### src/rtl/dds_pkg.sv
// Shared constants and helpers for the DDS waveform generator.
package dds_pkg;

  localparam int unsigned DDS_ADDR_W  = 11;
  localparam int unsigned DDS_DATA_W  = 14;
  localparam int unsigned DDS_DIV_W   = 24;
  localparam int unsigned DDS_DEPTH   = 2000;
  localparam int unsigned DDS_ROM_LAT = 1;
  localparam int unsigned DDS_DEF_DIV = 99;

  // Strides at or beyond the table depth are folded to the largest legal stride.
  function automatic int unsigned clamp_step(input int unsigned step, input int unsigned depth);
    return (step >= depth) ? depth - 32'd1 : step;
  endfunction

  function automatic int unsigned half_period(input int unsigned d);
    return (d + 32'd1) >> 1;
  endfunction

endpackage

### src/rtl/dds_rate_div.sv
// Sample-rate divider: period counter, sample tick and registered ADC clock.
module dds_rate_div
  import dds_pkg::*;
#(
  parameter int unsigned DIV_W   = DDS_DIV_W,
  parameter int unsigned DEF_DIV = DDS_DEF_DIV
) (
  input  logic             clk,
  input  logic             rst_n,
  input  logic             en_i,
  input  logic             apply_i,
  input  logic [DIV_W-1:0] div_i,
  output logic             tick_c_o,
  output logic             adc_clock_o
);

  logic [DIV_W-1:0] cnt_q, cnt_d;
  logic [DIV_W-1:0] div_q, div_d;
  logic             adc_q, adc_d;
  logic             set_adc_c;

  assign tick_c_o  = en_i && (cnt_q == div_q);
  assign set_adc_c = (div_q != '0) && (32'(cnt_q) == half_period(32'(div_q)) - 32'd1);

  always_comb begin
    cnt_d = cnt_q;
    div_d = div_q;
    adc_d = adc_q;
    if (!en_i || tick_c_o) begin
      cnt_d = '0;
    end else begin
      cnt_d = cnt_q + DIV_W'(1);
    end
    // A new rate always starts a fresh period.
    if (apply_i) begin
      div_d = div_i;
      cnt_d = '0;
    end
    if (!en_i || tick_c_o) begin
      adc_d = 1'b0;
    end else if (set_adc_c) begin
      adc_d = 1'b1;
    end
  end

  always_ff @(posedge clk or negedge rst_n) begin
    if (!rst_n) begin
      cnt_q <= '0;
      div_q <= DIV_W'(DEF_DIV);
      adc_q <= 1'b0;
    end else begin
      cnt_q <= cnt_d;
      div_q <= div_d;
      adc_q <= adc_d;
    end
  end

  assign adc_clock_o = adc_q;

endmodule

### src/rtl/dds_wave_gen.sv
// DDS output stage: strided ROM addressing with modulo-DEPTH wrap, ROM latency
// alignment, held DAC word and a glitch-free rate/stride update handshake.
module dds_wave_gen
  import dds_pkg::*;
#(
  parameter int unsigned ADDR_W  = DDS_ADDR_W,
  parameter int unsigned DATA_W  = DDS_DATA_W,
  parameter int unsigned DIV_W   = DDS_DIV_W,
  parameter int unsigned DEPTH   = DDS_DEPTH,
  parameter int unsigned ROM_LAT = DDS_ROM_LAT,
  parameter int unsigned DEF_DIV = DDS_DEF_DIV
) (
  input  logic              clk_400M,
  input  logic              rst_n,
  input  logic              en,
  input  logic [DIV_W-1:0]  cfg_div,
  input  logic [ADDR_W-1:0] cfg_step,
  input  logic              cfg_valid,
  output logic              cfg_ready,
  output logic [ADDR_W-1:0] rom_addr,
  input  logic [DATA_W-1:0] rom_q,
  output logic [DATA_W-1:0] dac_data,
  output logic              dac_valid,
  output logic              adc_clock,
  output logic              wrap_pulse
);

  localparam int unsigned SUM_W = ADDR_W + 1;

  logic               tick_c, apply_c, accept_c;
  logic [SUM_W-1:0]   sum_c;
  logic [ADDR_W-1:0]  addr_q, addr_d;
  logic [ADDR_W-1:0]  step_q, step_d;
  logic [ADDR_W-1:0]  sh_step_q, sh_step_d;
  logic [DIV_W-1:0]   sh_div_q, sh_div_d;
  logic               pend_q, pend_d;
  logic               ready_q, ready_d;
  logic               wrap_q, wrap_d;
  logic [ROM_LAT-1:0] lat_q, lat_d;
  logic [DATA_W-1:0]  dac_q, dac_d;
  logic               dval_q, dval_d;

  assign accept_c = cfg_valid && ready_q;
  // Pending config lands on the next tick, or immediately when idle.
  assign apply_c  = pend_q && (tick_c || !en);
  assign sum_c    = SUM_W'(addr_q) + SUM_W'(step_q);

  dds_rate_div #(
    .DIV_W  (DIV_W),
    .DEF_DIV(DEF_DIV)
  ) u_rate_div (
    .clk        (clk_400M),
    .rst_n      (rst_n),
    .en_i       (en),
    .apply_i    (apply_c),
    .div_i      (sh_div_q),
    .tick_c_o   (tick_c),
    .adc_clock_o(adc_clock)
  );

  always_comb begin
    addr_d    = addr_q;
    step_d    = step_q;
    sh_step_d = sh_step_q;
    sh_div_d  = sh_div_q;
    pend_d    = pend_q;
    ready_d   = ready_q;
    wrap_d    = 1'b0;
    dac_d     = dac_q;
    lat_d     = ROM_LAT'({lat_q, tick_c});
    dval_d    = lat_q[ROM_LAT-1];
    if (tick_c) begin
      if (sum_c >= SUM_W'(DEPTH)) begin
        addr_d = ADDR_W'(sum_c - SUM_W'(DEPTH));
        wrap_d = 1'b1;
      end else begin
        addr_d = ADDR_W'(sum_c);
      end
    end
    if (lat_q[ROM_LAT-1]) begin
      dac_d = rom_q;
    end
    if (apply_c) begin
      step_d  = sh_step_q;
      pend_d  = 1'b0;
      ready_d = 1'b1;
    end
    if (accept_c) begin
      sh_div_d  = cfg_div;
      sh_step_d = ADDR_W'(clamp_step(32'(cfg_step), DEPTH));
      pend_d    = 1'b1;
      ready_d   = 1'b0;
    end
  end

  always_ff @(posedge clk_400M or negedge rst_n) begin
    if (!rst_n) begin
      addr_q    <= '0;
      step_q    <= ADDR_W'(1);
      sh_step_q <= ADDR_W'(1);
      sh_div_q  <= DIV_W'(DEF_DIV);
      pend_q    <= 1'b0;
      ready_q   <= 1'b1;
      wrap_q    <= 1'b0;
      lat_q     <= '0;
      dac_q     <= '0;
      dval_q    <= 1'b0;
    end else begin
      addr_q    <= addr_d;
      step_q    <= step_d;
      sh_step_q <= sh_step_d;
      sh_div_q  <= sh_div_d;
      pend_q    <= pend_d;
      ready_q   <= ready_d;
      wrap_q    <= wrap_d;
      lat_q     <= lat_d;
      dac_q     <= dac_d;
      dval_q    <= dval_d;
    end
  end

  assign rom_addr   = addr_q;
  assign cfg_ready  = ready_q;
  assign wrap_pulse = wrap_q;
  assign dac_data   = dac_q;
  assign dac_valid  = dval_q;

endmodule
### config.mk
export PLATFORM = sky130hd
export DESIGN_NAME = dds_wave_gen
export DESIGN_NICKNAME = d
export VERILOG_FILES = /design/src/rtl/dds_pkg.sv /design/src/rtl/dds_rate_div.sv /design/src/rtl/dds_wave_gen.sv
export SDC_FILE = /design/constraint.sdc
export NUM_CORES = 1
export LEC_CHECK = 0
export CORE_MARGIN = 1.5
export CORE_UTILIZATION = 37
export DETAILED_ROUTE_END_ITERATION = 12
export PLACE_DENSITY = 0.65
export REMOVE_ABC_BUFFERS = 1
export SETUP_SLACK_MARGIN = 0.15
export SLEW_MARGIN = 20
export SYNTH_ARGS = -nofsm -noshare
export SYNTH_HDL_FRONTEND = slang
export SYNTH_HIERARCHICAL = 1
export SYNTH_SLANG_ARGS = --single-unit
### constraint.sdc
create_clock -name clk_400M -period 3.94 [get_ports clk_400M]
set_clock_uncertainty 0.1 [all_clocks]
set_input_delay 0.788 -clock clk_400M [delete_from_list [all_inputs] [get_ports clk_400M]]
set_output_delay 0.788 -clock clk_400M [all_outputs]
set_load 0.01 [all_outputs]
# ---- After elaboration in Yosys (flattened, before gate mapping)
# Cells that the tools add are included.
# W data, S select, Z words.
dict set report totals {
  output_inout_bits 29
  regBits 125
  in_bits 53
}
dict set report op_classes {
  mux 12
  eq_ne 2
  addsub 5
  n_reduce_logical 9
  order_cmp 2
}
# cell n
set op_table {}
lappend op_table {{$mux W24} 2}
lappend op_table {{$eq A24 B32 Y1} 1}
lappend op_table {{$sub A31 B1 Y32 const B} 1}
lappend op_table {{$add A24 B1 Y25 const B} 1}
lappend op_table {{$add A24 B1 Y24 const B} 1}
lappend op_table {{$eq A24 B24 Y1} 1}
lappend op_table {{$reduce_bool A24 Y1} 1}
lappend op_table {{$mux W11} 2}
lappend op_table {{$add A11 B11 Y12} 1}
lappend op_table {{$ge A12 B11 Y1 const B} 1}
lappend op_table {{$ge A11 B11 Y1 const B} 1}
lappend op_table {{$sub A11 B11 Y11 const B} 1}
lappend op_table {{$mux W1} 8}
lappend op_table {{$logic_and A1 B1 Y1} 4}
lappend op_table {{$reduce_bool A2 Y1} 2}
lappend op_table {{$logic_not A1 Y1} 1}
lappend op_table {{$logic_or A1 B1 Y1} 1}

# ---- Longest topological paths before layout
# Gate-level depths: netlist (run 1).
dict set report logic_depth {
  word_depth 6
  depth_mapped 15
}

# ---- Cells and area by module
# Netlist (run 1), hierarchy kept.
# mod seq_area_each_um2 cells_each area_per_inst_um2 n_inst
set by_module_without_submodules {}
lappend by_module_without_submodules {dds_rate_div 1231.2 488 4385.5 1}
lappend by_module_without_submodules {dds_wave_gen 1910.6 380 3736.1 1}

# ---- Worst setup path before layout (run 1)
# Ideal clock, no wire load.
dict set report synth_timing {
  path_type {register to register}
  start {register u_rate_div.div_q[0]}
  end {register u_rate_div.adc_q (netlist: u_rate_div/adc_clock_o)}
  stages_incl_launch_ff 14
  slack_ns 0.461
  path_buffers 2
  setup_time_ns 0.066
  arrival_time_ns 3.314
  cell_sequence {dfstp_2 buf_2 inv_1 ha_1 inv_1 ha_1 clkbuf_1 o211ai_2 or4_1 a2111oi_0 and4_1 o2111ai_1 a2111oi_2 a31o_1}
}
dict set report synth_via {
  elab_chain_len 5
  word_cells_on_any_way 10
  cone_classes {add/sub (2); eq/ne (2); mux (1); reduce/logical (5)}
}
# item line_no
set synth_lines {}
lappend synth_lines {{start: declaration} dds_rate_div.sv:18} ;# logic [DIV_W-1:0] div_q, div_d;
lappend synth_lines {{start signal: assignment} dds_rate_div.sv:49} ;# div_q <= DIV_W'(DEF_DIV);
lappend synth_lines {{start signal: assignment} dds_rate_div.sv:53} ;# div_q <= div_d;
lappend synth_lines {{$add A24 B1 Y25} dds_pkg.sv:17} ;# return (d + 32'd1) >> 1;
lappend synth_lines {{$sub A31 B1 Y32} dds_rate_div.sv:23} ;# assign set_adc_c = (div_q != '0) && (32'(cnt_q) == half_period(32'(div_q)) - 32'd1);
lappend synth_lines {{$eq A24 B32 Y1} dds_rate_div.sv:23}
lappend synth_lines {{$logic_and A1 B1 Y1} dds_rate_div.sv:23}
lappend synth_lines {{$reduce_bool A2 Y1 (no source line)} --}
lappend synth_lines {{end signal: assignment} dds_rate_div.sv:50} ;# adc_q <= 1'b0;
lappend synth_lines {{end signal: assignment} dds_rate_div.sv:54} ;# adc_q <= adc_d;
lappend synth_lines {{end: declaration} dds_rate_div.sv:19} ;# logic adc_q, adc_d;
# Parallel ways exist; a longest one is shown, timed or not.
# A chain may end at the register's enable or synchronous reset.

# ---- Worst setup path after layout (run 1)
# Same ends and word-level chain as after synthesis.

==> results of run 1 <==
-- kinds of logic (layout without fill, tap and decap cells) --
family,count (synthesis),count (layout),share of synthesized area (%)
buf+inv,85,152,4.99
flops,125,125,38.7
mux,47,47,6.35
xor+xnor,103,103,12.0
fa+ha+maj,18,18,2.87
compound gates,126,126,11.9
simple gates,364,364,23.2
-- metal layers --
layer  vias up  track usage, %  wire length [µm]
met4         0            8.83               624
li1       3143               -                 -
met3        37            4.07              1130
met5         -               0                 0
met2       185            26.0              8310
met1      3052            26.7              9670
-- sequential cells by signal, summed over array words and instances, names as in the netlist --
register,count
cfg_ready,1
dac_data,14
dac_valid,1
dval_d,1
pend_q,1
rom_addr,11
sh_div_q,24
sh_step_q,11
step_q,11
u_rate_div/adc_clock_o,1
u_rate_div/cnt_q,24
u_rate_div/div_q,24
wrap_pulse,1
-- worst max-delay path, stage by stage (launching register included) --
cell and delay (ns):
dfstp_2 0.66, inv_1 0.10, ha_1 0.36, inv_1 0.08, ha_2 0.27, o211ai_2 0.15, or4_1 0.53, a2111oi_1 0.43
and4_1 0.24, o2111ai_1 0.12, a2111oi_2 0.34, a31o_1 0.18
-- final cells by class --
cell class,instances,share of cell area [%]
clock inverter,11,1.16
inverter,25,0.967
multi-input combinational,658,47.7
sequential,125,32.4
timing repair buffer,95,9.54
clock buffer,21,4.64
tap,280,3.61
-- how the worst max path moves through the flow --
stage                        start                      to  slack, ns  cells after the start
2_1_floorplan  u_rate_div/div_q[5]    u_rate_div/cnt_q[10]      -0.26                     11
3_3_place_gp   u_rate_div/div_q[1]  u_rate_div/adc_clock_o       0.26                     10
3_5_place_dp   u_rate_div/div_q[1]  u_rate_div/adc_clock_o       0.19                     10
4_1_cts        u_rate_div/div_q[1]  u_rate_div/adc_clock_o       0.15                     10
5_1_grt        u_rate_div/div_q[0]  u_rate_div/adc_clock_o       0.10                     11
6_report       u_rate_div/div_q[0]  u_rate_div/adc_clock_o       0.30                     11
-- stage by stage --
stage | total power, mW | utilization [%] | TNS (ns) | setup slack, ns | hold WS [ns]
floorplan | 4.26 | - | -6.17 | -0.260 | 0.335
global placement | 5.04 | 41.9 | 0 | 0.258 | 0.347
detailed placement | 5.10 | 41.9 | 0 | 0.192 | 0.342
CTS | 6.65 | 44.5 | 0 | 0.154 | 0.276
global route | 7.19 | 44.8 | 0 | 0.102 | 0.296
finish | 6.69 | 44.8 | 0 | 0.301 | 0.263
-- timing repair --
| item | CTS | global route |
|---|---|---|
| gates resized for setup | 0 | 10 |
| setup endpoints to repair | 0 | 28 |
| buffers inserted | 0 | 1 |
-- where the power goes --
part	switching, mW	internal, mW
Combinational	1.65	1.34
Clock	0.611	0.890
Sequential	0.496	1.70
-- placed cells by master, fill, tap and decap left out, types with 4 or more instances in the layout --
| cell type | n |
|---|---|
| nand2_1 | 149 |
| dfrtp_1 | 114 |
| clkdlybuf4s50_1 | 80 |
| nor2_1 | 53 |
| xnor2_1 | 50 |
| xor2_1 | 46 |
| mux2_2 | 36 |
| nand3_1 | 34 |
| inv_1 | 25 |
| o21ai_0 | 21 |
| a21oi_1 | 18 |
| clkbuf_16 | 17 |
| nor4_1 | 16 |
| and3_1 | 15 |
| nand4_1 | 15 |
| ha_1 | 15 |
| nor3_1 | 14 |
| buf_4 | 14 |
| or3_1 | 12 |
| mux2i_1 | 11 |
| dfstp_2 | 11 |
| a31oi_1 | 8 |
| a21o_1 | 7 |
| and2_1 | 6 |
| o21a_1 | 5 |
| o21ai_1 | 5 |
| o31ai_1 | 5 |
| clkinv_4 | 5 |
| and4_1 | 5 |
| nand2b_1 | 4 |
| o2111ai_1 | 4 |
| a211oi_1 | 4 |
| a211oi_2 | 4 |
| o22a_1 | 4 |
| clkinvlp_4 | 4 |
| o211ai_1 | 4 |
| nor3b_1 | 4 |
==> flow_metrics.py, run 1 <==
metrics = {
    "outcome": {
        "status": "finished, final reports clean",
    },
    "clock_tree": {
        "clk_path_buf_depth": 2,
        "cts_buffers": 17,
        "root_buffer": "clkbuf_16",
        "clk_latency_ns": 0.42,
        "clkTransAtPathRegs_ns": 0.06,
        "htreeDepth": 4,
        "ctsHoldBuffers": 0,
        "tritoncts": "done",
        "clock-sinks": 125,
    },
    "pwr": {
        "irDropWorstVdd_mv": 0.376,
        "p_per_area_nw_per_um2": 689,
        "leakage_nw": 4.19,
    },
    "worst_setup_path": {
        "required_ns": 4.20,
        "reg2reg_to": "u_rate_div/adc_clock_o",
        "r2r_start": "u_rate_div/div_q[0]",
        "end_kind": "flip-flop",
        "reg2reg_depth": 11,
        "cp.arrival_ns": 3.90,
        "reg2reg_slack_ns": 0.30,
        "critPathLaunchType": "flip-flop",
        "cp_max_fo": 9,
        "worst-setup-path-type": "flip-flop to flip-flop",
    },
    "die": {
        "ios": 82,
        "floorplan.rows": 54,
        "dieArea_um2": 22800,
        "core-area_um2": 21700,
        "chipHeight_um": 151,
        "initial_core_util_pct": 37.4,
        "dieWidth_um": 151,
    },
    "global_route": {
        "track_usage_pct": 18.5,
        "grt_pass1_wl_um": 32700,
        "grt_max_degree": 84,
        "grt_antenna_before_repair": 0,
        "grt_overflow": 0,
        "grt_pass1_vias": 6103,
    },
    "finish": {
        "nets": 993,
        "final_cells": 1215,
        "fillers": 2054,
        "multi_input_area_um2": 4630,
        "syn_to_final_growth_pct": 19.5,
        "drive_gt1_share_pct": 14.3,
        "register_area_um2": 3140,
        "diodes": 0,
        "finalInstanceArea_um2": 9710,
    },
    "timing": {
        "slew_headroom_pct": 38.8,
        "max_freq_mhz": 275,
        "grt_setup_unrepaired": "true",
        "fin_crit_sh_pct": 92.4,
        "drv_slew": 0,
        "min_period_ns": 3.64,
        "finalHoldViolations": 0,
        "worst_pin_slew_ns": 0.918,
        "setup_viol": 0,
    },
    "synthesis": {
        "synthFlopType": "dfrtp_1",
        "synth_top_area_share_pct": 35.1,
        "syn-cell-area_um2": 8120,
        "async_flop_share_pct": 100,
        "netlist_instances": 868,
        "syn-mean-instance-area_um2": 9.36,
        "ys_types": 93,
        "ys_seq_elements": 125,
        "synthTopCellsByArea": "dfrtp_1 (35%), nand2_1 (6.9%), xnor2_1 (5.4%)",
        "synth_edf_count": 0,
        "post-synth-top-count-cell": "nand2_1",
        "synth.cells.most_frequent": "nand2_1 (150), dfrtp_1 (114), nor2_1 (53), xnor2_1 (50), xor2_1 (47)",
        "synth_warnings": 6,
        "synth_top_area_cell": "dfrtp_1",
        "yosysSeqAreaShare_pct": 38.7,
    },
    "detailed_routing": {
        "post-route-drc-count": 0,
        "wire_per_inst_um": 16.2,
        "ant_nets": 0,
        "via_per_inst": 5.28,
        "route.final.wire_length_um": 19700,
        "firstDrtPassIters": 5,
        "vias": 6417,
        "drt_iter0_drc": 553,
    },
    "placement": {
        "port_buffers": 81,
        "place.gp.congestion": 0.933,
        "dpl.hpwl_um": 14400,
        "dp_cells": 1182,
        "place_area_um2": 9080,
    },
    "flow_run": {
        "cap_viol_max_count": 0,
    },
    "min_path": {
        "hp-class": "primary input to async pin",
    },
}
No activity file was read; power rests on OpenSTA's default activity.
==> run 2, diff against run 1 <==
SETUP_SLACK_MARGIN = 0.1   (was 0.15)
==> run 2 against run 1 <==
  * Via count up 0.14%
  * Sequential power is essentially flat
  * Core utilization decreased by 0.13 points
  * First-iteration DRC count fell by 9.8%
  * Die area did not move
  * Largest power group unchanged
==> flow_metrics.py, run 2 (synthesized netlist as in run 1, its figures left out) <==
metrics = {
    "outcome": {
        "status": "finished, final reports clean",
    },
    "worst_setup_path": {
        "cp_max_fo": 7,
        "reg2reg_slack_ns": 0.28,
        "required_ns": 4.16,
        "cp.arrival_ns": 3.87,
        "r2r_start": "step_q[0]",
        "reg2reg_depth": 15,
        "worst-setup-path-type": "flip-flop to flip-flop",
        "critPathLaunchType": "flip-flop",
        "reg2reg_to": "rom_addr[4]",
        "end_kind": "flip-flop",
    },
    "detailed_routing": {
        "via_per_inst": 5.29,
        "ant_nets": 0,
        "drt_iter0_drc": 499,
        "post-route-drc-count": 0,
        "vias": 6426,
        "route.final.wire_length_um": 19700,
        "firstDrtPassIters": 5,
        "wire_per_inst_um": 16.2,
    },
    "clock_tree": {
        "htreeDepth": 4,
        "clk_latency_ns": 0.43,
        "cts_setup_buffers": 0,
        "tritoncts": "done",
        "ctsHoldBuffers": 0,
        "root_buffer": "clkbuf_16",
        "clk_path_buf_depth": 2,
        "cts_resized": 0,
        "clkTransAtPathRegs_ns": 0.06,
        "cts_buffers": 17,
        "clock-sinks": 125,
    },
    "global_route": {
        "grt_max_degree": 84,
        "grt_pass1_wl_um": 32700,
        "grt_pass1_vias": 6103,
        "track_usage_pct": 18.5,
        "grt_overflow": 0,
        "grt_antenna_before_repair": 0,
    },
    "die": {
        "floorplan.rows": 54,
        "dieWidth_um": 151,
        "dieArea_um2": 22800,
        "core-area_um2": 21700,
        "ios": 82,
        "chipHeight_um": 151,
        "initial_core_util_pct": 37.4,
    },
    "pwr": {
        "irDropWorstVdd_mv": 0.371,
        "p_per_area_nw_per_um2": 689,
        "total_power_mw": 6.67,
        "leakage_nw": 4.18,
    },
    "placement": {
        "place.gp.congestion": 0.933,
        "dpl.hpwl_um": 14400,
        "dp_cells": 1182,
        "place_area_um2": 9080,
        "port_buffers": 81,
    },
    "finish": {
        "final_cells": 1214,
        "fillers": 2057,
        "syn_to_final_growth_pct": 19.2,
        "final_common_cell": "nand2_1",
        "drive_gt1_share_pct": 14.0,
        "nets": 992,
        "top_regs": "sh_div_q (24), u_rate_div/cnt_q (24), u_rate_div/div_q (24)",
        "diodes": 0,
        "mostFrequentLayoutCells": "nand2_1 (150), dfrtp_1 (114), clkdlybuf4s50_1 (80)",
        "finalInstanceArea_um2": 9680,
    },
    "timing": {
        "min_period_ns": 3.66,
        "fin_crit_sh_pct": 92.8,
        "drv_slew": 0,
        "slew_headroom_pct": 39.2,
        "finalHoldViolations": 0,
        "worst_pin_slew_ns": 0.912,
        "setup_viol": 0,
        "grt_setup_unrepaired": "true",
        "max_freq_mhz": 273,
    },
    "min_path": {
        "hp-class": "primary input to async pin",
    },
    "flow_run": {
        "cap_viol_max_count": 0,
    },
}
[run 2: cell types whose count changed in the layout (fill, tap and decap cells not counted), sizes merged]
cell / delta
buf: -1
[run 2: metal layers]
| metal | part of all wire, % | wire length, µm | up-vias | GRT usage [%] |
|---|---|---|---|---|
| li1 | - | - | 3138 | - |
| met1 | 49 | 9630 | 3052 | 26.7 |
| met2 | 42 | 8290 | 196 | 26.0 |
| met3 | 5.7 | 1120 | 40 | 4.07 |
| met4 | 3.4 | 679 | 0 | 8.83 |
| met5 | 0 | 0 | - | 0 |
[run 2: worst max path at each step]
stage	endpoint	from	cells past startpoint	slack, ns
after floorplan	u_rate_div/cnt_q[10]	u_rate_div/div_q[5]	11	-0.26
after global placement	u_rate_div/adc_clock_o	u_rate_div/div_q[1]	10	0.26
after detailed placement	u_rate_div/adc_clock_o	u_rate_div/div_q[1]	10	0.19
after CTS	u_rate_div/adc_clock_o	u_rate_div/div_q[1]	10	0.15
after global routing	rom_addr[4]	step_q[0]	15	0.08
final	rom_addr[4]	step_q[0]	15	0.28
[run 2: per-stage QoR]
| step | setup TNS [ns] | hold WS, ns | util (%) | setup WS [ns] |
|---|---|---|---|---|
| floorplan | -6.17 | 0.335 | - | -0.260 |
| global placement | 0 | 0.347 | 41.9 | 0.258 |
| detailed placement | 0 | 0.342 | 41.9 | 0.192 |
| CTS | 0 | 0.276 | 44.5 | 0.154 |
| global route | 0 | 0.296 | 44.6 | 0.0825 |
| finish | 0 | 0.260 | 44.6 | 0.284 |
[run 2: critical path, cell delays in order, from the launching register on]
cell and delay, ns:
dfstp_2 0.53, ha_1 0.18, inv_1 0.06, fa_1 0.40, and2b_1 0.28, o21ai_0 0.09, nand2b_1 0.10, xor2_1 0.26
ha_1 0.22, nand2_1 0.05, nor3_1 0.14, o21ai_1 0.16, a211oi_2 0.31, o2111ai_4 0.23, a21o_1 0.23, a31o_1 0.21
[run 2: layout make-up]
type / count / area [µm²] / area share [%]
sequential: 125 / 3140 / 32.5
tap: 280 / 350 / 3.62
inverter: 25 / 93.8 / 0.969
multi-input combinational: 658 / 4610 / 47.7
timing repair buffer: 94 / 918 / 9.49
clock inverter: 11 / 113 / 1.16
clock buffer: 21 / 450 / 4.65
[run 2: power breakdown]
part | internal (mW) | switching [mW]
Sequential | 1.70 | 0.489
Combinational | 1.33 | 1.65
Clock | 0.890 | 0.614
Total | 3.92 | 2.75
==> run 3, diff against run 2 <==
SLEW_MARGIN = 40   (was 20)
clock period = 3.51 ns   (was 3.94 ns; I/O delays follow)
==> run 3 against run 2 <==
  * Highest routed layer unchanged
  * Combinational power up 32%
  * Via count rose by 3.2%
  * Largest power group unchanged
  * Final cell count grew 3.8%
  * Wire length increased by 5.8%
  * Flip-flop and latch count unchanged
  * Die area unchanged
  * Total power grew 21%
==> flow_metrics.py, run 3 (synthesized netlist as in run 1, its figures left out) <==
metrics = {
    "clock_tree": {
        "htreeDepth": 4,
        "clkTransAtPathRegs_ns": 0.06,
        "clk_latency_ns": 0.43,
        "root_buffer": "clkbuf_16",
        "cts_buffers": 17,
        "clk_path_buf_depth": 2,
        "clock-sinks": 125,
        "tritoncts": "done",
    },
    "detailed_routing": {
        "firstDrtPassIters": 4,
        "met2_length_um": 9340,
        "wire_per_inst_um": 16.6,
        "via_per_inst": 5.26,
        "ant_nets": 0,
        "post-route-drc-count": 0,
        "highest_layer": "met4",
        "route.final.wire_length_um": 20900,
        "drt_iter0_drc": 448,
        "wl_met1_um": 10000,
        "met3_length_um": 1250,
        "vias": 6630,
    },
    "finish": {
        "top_regs": "sh_div_q (24), u_rate_div/cnt_q (24), u_rate_div/div_q (24)",
        "drive_gt1_share_pct": 21.0,
        "final_common_cell": "nand2_1",
        "finalInstanceArea_um2": 10200,
        "nets": 1038,
        "mostFrequentLayoutCells": "nand2_1 (150), dfrtp_1 (107), clkdlybuf4s50_1 (80)",
        "diodes": 0,
        "syn_to_final_growth_pct": 26.1,
        "fillers": 2058,
    },
    "timing": {
        "drv_slew": 0,
        "finalHoldViolations": 0,
        "holdWs_ns": 0.145,
        "setup_viol": 0,
        "fin_crit_sh_pct": 96.1,
        "max_freq_mhz": 296,
        "min_period_ns": 3.37,
        "grt_setup_unrepaired": "true",
        "slew_headroom_pct": 56.2,
        "worst_pin_slew_ns": 0.656,
        "tns_ns": 0,
    },
    "global_route": {
        "grt_pass1_vias": 6407,
        "grt_pass1_wl_um": 33800,
        "track_usage_pct": 19.2,
        "grt_max_degree": 63,
        "grt_antenna_before_repair": 0,
        "grt_overflow": 0,
    },
    "worst_setup_path": {
        "required_ns": 3.77,
        "cp-startpoint": "u_rate_div/div_q[6]",
        "cp_max_fo": 7,
        "worst-setup-path-type": "flip-flop to flip-flop",
        "cp.arrival_ns": 3.63,
        "end_kind": "flip-flop",
        "r2r_start": "u_rate_div/div_q[6]",
        "critPathLaunchType": "flip-flop",
    },
    "outcome": {
        "status": "finished, final reports clean",
    },
    "die": {
        "ios": 82,
        "chipHeight_um": 151,
        "initial_core_util_pct": 37.4,
        "floorplan.rows": 54,
        "dieWidth_um": 151,
        "dieArea_um2": 22800,
        "core-area_um2": 21700,
    },
    "pwr": {
        "irDropWorstVdd_mv": 0.393,
        "leakage_nw": 4.44,
        "p_per_area_nw_per_um2": 790,
    },
    "placement": {
        "place.gp.congestion": 0.900,
        "port_buffers": 81,
        "dpl.hpwl_um": 15300,
        "place_area_um2": 9360,
    },
    "min_path": {
        "hp-class": "primary input to async pin",
    },
    "flow_run": {
        "cap_viol_max_count": 0,
    },
}
run 3: changes by cell type in the layout (fill, tap and decap cells not counted), moves of 3 or more:
| cell | before | now |
|---|---|---|
| buf_4 | 13 | 56 |
| dfrtp_1 | 114 | 107 |
| dfrtp_2 | 0 | 7 |
| ha_1 | 15 | 11 |
| buf_6 | 0 | 3 |
| clkinv_2 | 0 | 3 |
| clkinv_4 | 5 | 2 |
| ha_4 | 0 | 3 |
run 3: where the power goes:
part	switching, mW	leakage (nW)	internal [mW]
logic	2.11	2.58	1.82
clock network	0.657	0.281	1.12
registers	0.463	1.57	1.92
total	3.23	4.44	4.86
run 3: worst max-delay path: stages, from the launching register on:
cell and delay (ns):
dfstp_2 0.66, nand4_4 0.19, or4_4 0.49, nor4_4 0.26
o221ai_2 0.16, or3_4 0.43, nor4_2 0.32, o31ai_1 0.15
a2111oi_2 0.35, a31o_1 0.18
run 3: stage by stage:
step	power, mW	setup slack (ns)	utilization, %	cells
floorplan	4.78	-0.690	-	808
finish	8.09	0.136	47.2	1260
global route	8.64	0.0116	47.2	1260
CTS	7.91	0.0980	46.2	1255
global placement	5.95	0.0658	43.1	1219
detailed placement	5.99	0.0303	43.1	1219
run 3: worst paths after layout:
kind / slack [ns] / depth (start not counted) / end
worst max-delay path: 0.14 / 9 / u_rate_div/adc_clock_o
worst min-delay path: 0.14 / 1 / u_rate_div/cnt_q[8]
worst max register to register: 0.14 / 9 / u_rate_div/adc_clock_o
worst min register to register: 0.36 / 2 / sh_div_q[0]
max in group asynchronous: 2.40 / 2 / rom_addr[4]
min in group clk_400M: 0.36 / 2 / sh_div_q[0]
run 3: layout make-up:
cell class	count	area, µm²	area share (%)
well taps	280	350	3.42
multi-input cells	658	4780	46.7
flip-flops and latches	125	3150	30.8
clock buffers	21	440	4.30
clock inverters	11	146	1.43
inverters	25	93.8	0.916
repair buffers	140	1270	12.4
run 3: per-layer routing:
layer  track usage [%]  vias up
li1                  -     3231
met1              27.3     3178
met2              29.2      202
met3              3.98       19
met4              6.07        0
met5                 0        -
run 3: repair_timing:
item / CTS / global route
gates resized for setup: 8 / 41
buffers inserted: 4 / 5
endpoints found under the setup margin: 3 / 31
pin swaps: 3 / 9
hold buffers: 0 / 0
gates cloned: 0 / 0
